==> config.mk <==
export PLATFORM = sky130hd
export DESIGN_NAME = mem_stage_lsu
export DESIGN_NICKNAME = d
export VERILOG_FILES = /design/src/rtl/mem_stage_lsu.sv
export SDC_FILE = /design/constraint.sdc
export NUM_CORES = 1
export LEC_CHECK = 0
export CAP_MARGIN = 15
export CORE_UTILIZATION = 43
export CTS_CLUSTER_SIZE = 12
export DETAILED_ROUTE_END_ITERATION = 12
export DONT_BUFFER_PORTS = 1
export PLACE_DENSITY = 0.61
export SYNTH_ARGS = -nofsm -noshare
export SYNTH_HDL_FRONTEND = slang
export SYNTH_SLANG_ARGS = --single-unit
==> constraint.sdc <==
create_clock -name clk -period 3.65 [get_ports clk]
set_input_delay 0.5475 -clock clk [delete_from_list [all_inputs] [get_ports clk]]
set_output_delay 0.5475 -clock clk [all_outputs]
set_load 0.01 [all_outputs]
==> src/rtl/mem_stage_lsu.sv <==
// MEM-stage load/store unit.
// Turns the EX/MEM load/store control into one valid/ready data-memory access.
// It holds the upstream pipeline in a stall until the access completes.
// Load data is lane-extracted and extended before it reaches MEM/WB.
// A watchdog aborts any access that the bus leaves unanswered too long.
module mem_stage_lsu #(
  parameter int TIMEOUT_CYCLES = 255
) (
  input  logic        clk,
  input  logic        reset,
  input  logic        mem_read_i,
  input  logic        mem_write_i,
  input  logic [2:0]  funct3_i,
  input  logic [31:0] addr_i,
  input  logic [31:0] store_data_i,
  output logic        bus_req_o,
  output logic        bus_we_o,
  output logic [31:0] bus_addr_o,
  output logic [31:0] bus_wdata_o,
  output logic [3:0]  bus_wstrb_o,
  input  logic        bus_ready_i,
  input  logic        bus_rvalid_i,
  input  logic [31:0] bus_rdata_i,
  output logic [31:0] load_data_o,
  output logic        stall_o,
  output logic        misaligned_o,
  output logic        bus_err_o
);

  localparam int CW = $clog2(TIMEOUT_CYCLES + 1);
  localparam logic [CW-1:0] TO_LAST = CW'(TIMEOUT_CYCLES - 1);

  localparam logic [1:0] IDLE   = 2'd0;
  localparam logic [1:0] REQ    = 2'd1;
  localparam logic [1:0] WAIT_R = 2'd2;
  localparam logic [1:0] DONE   = 2'd3;

  logic [1:0]    state_r;
  logic [31:0]   addr_r;
  logic [31:0]   wdata_r;
  logic [3:0]    wstrb_r;
  logic          we_r;
  logic [2:0]    funct3_r;
  logic [31:0]   load_data_r;
  logic          err_r;
  logic [CW-1:0] cnt_r;

  logic          op_s;
  logic          misaligned_s;
  logic [3:0]    wstrb_s;
  logic [31:0]   wdata_s;

  // Byte/half selection by the latched lane, then sign or zero extension.
  // Unlisted encodings, including the illegal load codes, pass the word through.
  function automatic logic [31:0] extract_load(input logic [2:0]  f3,
                                               input logic [1:0]  lane,
                                               input logic [31:0] word);
    logic [7:0]  b;
    logic [15:0] h;
    logic [31:0] r;
    case (lane)
      2'd0:    b = word[7:0];
      2'd1:    b = word[15:8];
      2'd2:    b = word[23:16];
      2'd3:    b = word[31:24];
      default: b = word[7:0];
    endcase
    h = lane[1] ? word[31:16] : word[15:0];
    case (f3)
      3'b000:  r = {{24{b[7]}}, b};
      3'b001:  r = {{16{h[15]}}, h};
      3'b100:  r = {24'h000000, b};
      3'b101:  r = {16'h0000, h};
      default: r = word;
    endcase
    return r;
  endfunction

  // Decode the op, check alignment, and build the store lanes from the live EX/MEM fields.
  always_comb begin
    op_s    = mem_read_i | mem_write_i;
    wstrb_s = 4'b1111;
    wdata_s = store_data_i;
    case (funct3_i[1:0])
      2'b00: begin
        misaligned_s = 1'b0;
        wstrb_s      = 4'b0001 << addr_i[1:0];
        wdata_s      = {4{store_data_i[7:0]}};
      end
      2'b01: begin
        misaligned_s = addr_i[0];
        wstrb_s      = addr_i[1] ? 4'b1100 : 4'b0011;
        wdata_s      = {2{store_data_i[15:0]}};
      end
      default: begin
        misaligned_s = (addr_i[1:0] != 2'b00);
        wstrb_s      = 4'b1111;
        wdata_s      = store_data_i;
      end
    endcase
    misaligned_s = misaligned_s & op_s;
  end

  // Access sequencing: latch the request and drive the bus handshake.
  // Capture load data or abort on timeout, then release the pipeline for one cycle.
  always_ff @(posedge clk or negedge reset) begin
    if (!reset) begin
      state_r     <= IDLE;
      addr_r      <= 32'h0000_0000;
      wdata_r     <= 32'h0000_0000;
      wstrb_r     <= 4'b0000;
      we_r        <= 1'b0;
      funct3_r    <= 3'b000;
      load_data_r <= 32'h0000_0000;
      err_r       <= 1'b0;
      cnt_r       <= '0;
    end else begin
      case (state_r)
        IDLE: begin
          if (op_s && !misaligned_s) begin
            state_r  <= REQ;
            addr_r   <= addr_i;
            wdata_r  <= wdata_s;
            wstrb_r  <= mem_write_i ? wstrb_s : 4'b0000;
            we_r     <= mem_write_i;
            funct3_r <= funct3_i;
            cnt_r    <= '0;
          end
        end
        REQ: begin
          if (bus_ready_i) begin
            cnt_r   <= '0;
            state_r <= we_r ? DONE : WAIT_R;
          end else if (cnt_r == TO_LAST) begin
            state_r     <= DONE;
            err_r       <= 1'b1;
            load_data_r <= 32'h0000_0000;
          end else begin
            cnt_r <= cnt_r + CW'(1);
          end
        end
        WAIT_R: begin
          if (bus_rvalid_i) begin
            load_data_r <= extract_load(funct3_r, addr_r[1:0], bus_rdata_i);
            state_r     <= DONE;
          end else if (cnt_r == TO_LAST) begin
            state_r     <= DONE;
            err_r       <= 1'b1;
            load_data_r <= 32'h0000_0000;
          end else begin
            cnt_r <= cnt_r + CW'(1);
          end
        end
        DONE: begin
          state_r <= IDLE;
          err_r   <= 1'b0;
        end
        default: begin
          state_r <= IDLE;
          err_r   <= 1'b0;
        end
      endcase
    end
  end

  assign bus_req_o    = (state_r == REQ);
  assign bus_we_o     = we_r;
  assign bus_addr_o   = {addr_r[31:2], 2'b00};
  assign bus_wdata_o  = wdata_r;
  assign bus_wstrb_o  = wstrb_r;
  assign load_data_o  = load_data_r;
  assign bus_err_o    = err_r;
  // Gating with reset keeps the stall low while reset is asserted, even if an op is still presented.
  assign stall_o      = reset & op_s & ~misaligned_s & (state_r != DONE);
  assign misaligned_o = misaligned_s & (state_r == IDLE);

endmodule
==> metrics.cfg <==
[pwr]
swShare = 0.348
clockPowerShare = 0.308
p_seq_frac = 0.438
p_leak_nw = 2.74
ir_worst_vdd_v = 0.000431
share_comb_of_total_power = 0.255
intPower_mw = 3.86
p_total_mw = 5.92
p_per_area_nw_per_um2 = 935
p_switching_mw = 2.06

[synth]
ys_seq_elements = 115
ys_seq_area_frac = 0.498
post-synth-top-area-cell = dfrtp_1
yosysTopAreaCellShare = 0.498
synth.avg_cell_area_um2 = 11.0
async_reset_ff_frac = 1.00
yosysMostFrequentCell = dfrtp_1
synthTopCellsByCount = dfrtp_1 (115), mux2_2 (44), nand2_1 (42), o21ai_0 (39), buf_4 (33)
synthFlopType = dfrtp_1
synth_edf_count = 0
ys_warn_count = 0
syn_inst = 526
ys_types = 58
synth.area.top_cells = dfrtp_1 (50%), mux2_2 (8.6%), mux2i_1 (4.7%)
synth_area_um2 = 5780

[routing]
drt-total-wl_um = 13400
wire_per_inst_um = 19.9
drt_iter0_drc = 188
viasPerCell = 5.84
vias = 3923
dr.pass1.iters = 6
ant_nets = 0
drc = 0

[critical_path]
cp.required_ns = 3.94
ff2ff_setup_slack_ns = 1.16
r2r-end = load_data_o[3]
critical_path.max_fanout = 26
critical_path_arrival_ns = 2.78
worstSetupPathType = register to register
regToRegStartpoint = state_r[1]
cp-start-kind = register
reg2reg_depth = 7
end_kind = register

[clock_network]
post_cts_buffers = 0
clkSlewWorstSetupHoldPaths_ns = 0.05
clockBufferDepth = 2
clock_latency_ns = 0.41
htreeDepth = 4
cts_sinks = 115
cts_root_buf = clkbuf_16
cts_tree = built
cts_inserted_buffers = 17

[placed_design]
portBuffers = 0
place.gp.congestion = 0.858
hpwl_um = 9310

[final_layout]
ff_latch_area_um2 = 2880
area_growth_pct = 9.43
multi_input_area_um2 = 2490
num-fill-cells = 1204
final_layout_size_suffix_gt1_frac = 0.188
post-route-util = 0.480
nets = 596
n_antenna_cell = 0

[floorplanning]
placementRows = 42
fp.dieH_um = 118
die_x_um = 118
start_util = 0.438
core_um2 = 13200
dieArea_um2 = 13900
ioPinCount = 210

[sta]
maxSlewViolCount = 0
finalClockSkew_ns = 0.0114
finalHoldViolations = 0
max_freq_mhz = 402
relSlewSlack = 0.415
period_minus_slack_ns = 2.49
fin_crit_sh = 0.682
rsz0062_at_grt = no
whs_ns = 0.0892
setup_viol = 0
setup_tns_ns = 0
worst_pin_slew_ns = 0.874

[global_route]
grt.overflow.total = 0
grt_pass1_wl_um = 21900
grt_use_total = 0.202
grt_max_degree = 116
antenna_found_initial = 1
grt_pass1_vias = 4041

[min_path]
hold_class = input port to asynchronous set/reset pin

[flow_run]
cap_violations = 0

[outcome]
status = finished, final reports clean

[power groups by stage]
| stage | clock network (mW) | registers [mW] | logic, mW |
|---|---|---|---|
| after floorplan | 0 | 2.31 | 1.65 |
| after global placement | 0 | 2.60 | 1.41 |
| after detailed placement | 0 | 2.61 | 1.48 |
| after CTS | 1.85 | 2.60 | 1.51 |
| after global routing | 1.91 | 2.66 | 1.71 |
| final | 1.82 | 2.59 | 1.51 |
[cells in the final DEF (no fill, tap or decap), drive strengths merged, types with 5 or more instances in the layout]
cell type	n
nor3b	8
nor2b	11
mux2	44
o21ai	40
nand2	42
a31oi	5
and2	10
o2bb2ai	9
ha	8
dfrtp	115
a222oi	6
nor2	22
bufinv	5
inv	9
a221o	23
a2111oi	6
clkbuf	21
clkinv	6
a21oi	28
mux2i	27
[what timing repair did]
action | 4_1_cts | 5_1_grt
resized for setup | 0 | 0
hold buffers | 1 | 0
hold endpoints to repair | 115 | 0
[through the flow]
stage	cells	instance area (µm²)	setup slack [ns]
5_1_grt	672	6330	1.01
3_3_place_gp	638	5640	0.960
2_1_floorplan	527	5790	1.54
4_1_cts	671	6310	0.796
6_report	672	6330	1.16
3_5_place_dp	638	5640	0.812
[cell type report]
cell class / count / area share
sequential: 115 / 0.455
multi-input combinational: 336 / 0.393
timing repair buffer: 4 / 0.00909
inverter: 9 / 0.00534
clock buffer: 21 / 0.0743
clock inverter: 11 / 0.0285
tap: 176 / 0.0348
[routing by layer]
| layer | GRT usage | vias up | wire [µm] |
|---|---|---|---|
| li1 | - | 1805 | - |
| met1 | 0.250 | 1917 | 5670 |
| met2 | 0.314 | 176 | 6260 |
| met3 | 0.0693 | 25 | 1110 |
| met4 | 0.100 | 0 | 325 |
| met5 | 0 | - | 0 |
[how the worst max path moves through the flow]
stage                           from        endpoint  slack [ns]  depth (start not counted)
final                     state_r[1]  load_data_o[3]        1.16                          7
after global routing      state_r[0]      addr_r[23]        1.01                          5
after CTS                 state_r[1]  load_data_o[3]        0.80                          6
after detailed placement  state_r[1]  load_data_o[3]        0.81                          6
after global placement    state_r[1]  load_data_o[3]        0.96                          6
after floorplan           state_r[1]  load_data_o[2]        1.54                          8
[critical path, cell delays in order, from the launching register on]
cell and delay (ns):
dfrtp_1 0.46, inv_1 0.10, ha_1 0.28, and2_1 0.25, or2_2 0.44, o31a_1 0.25, buf_8 0.21, a221o_1 0.36
[state kept, by name (all words and copies together) (netlist names)]
name,count
bus_wdata_o,32
bus_we_o,1
cnt_r,8
addr_r,32
bus_err_o,1
load_data_o,32
state_r,2
funct3_r,3
bus_wstrb_o,4
[kinds of logic after synthesis]
kind of cell | synth area share
AO/OA/AOI/OAI | 0.169
adder cells (fa/ha/maj) | 0.0173
buffers and inverters | 0.0749
AND/OR/NAND/NOR | 0.104
other | 0.000648
flip-flops | 0.498
multiplexers | 0.136
No activity file was read; power rests on OpenSTA's default activity.
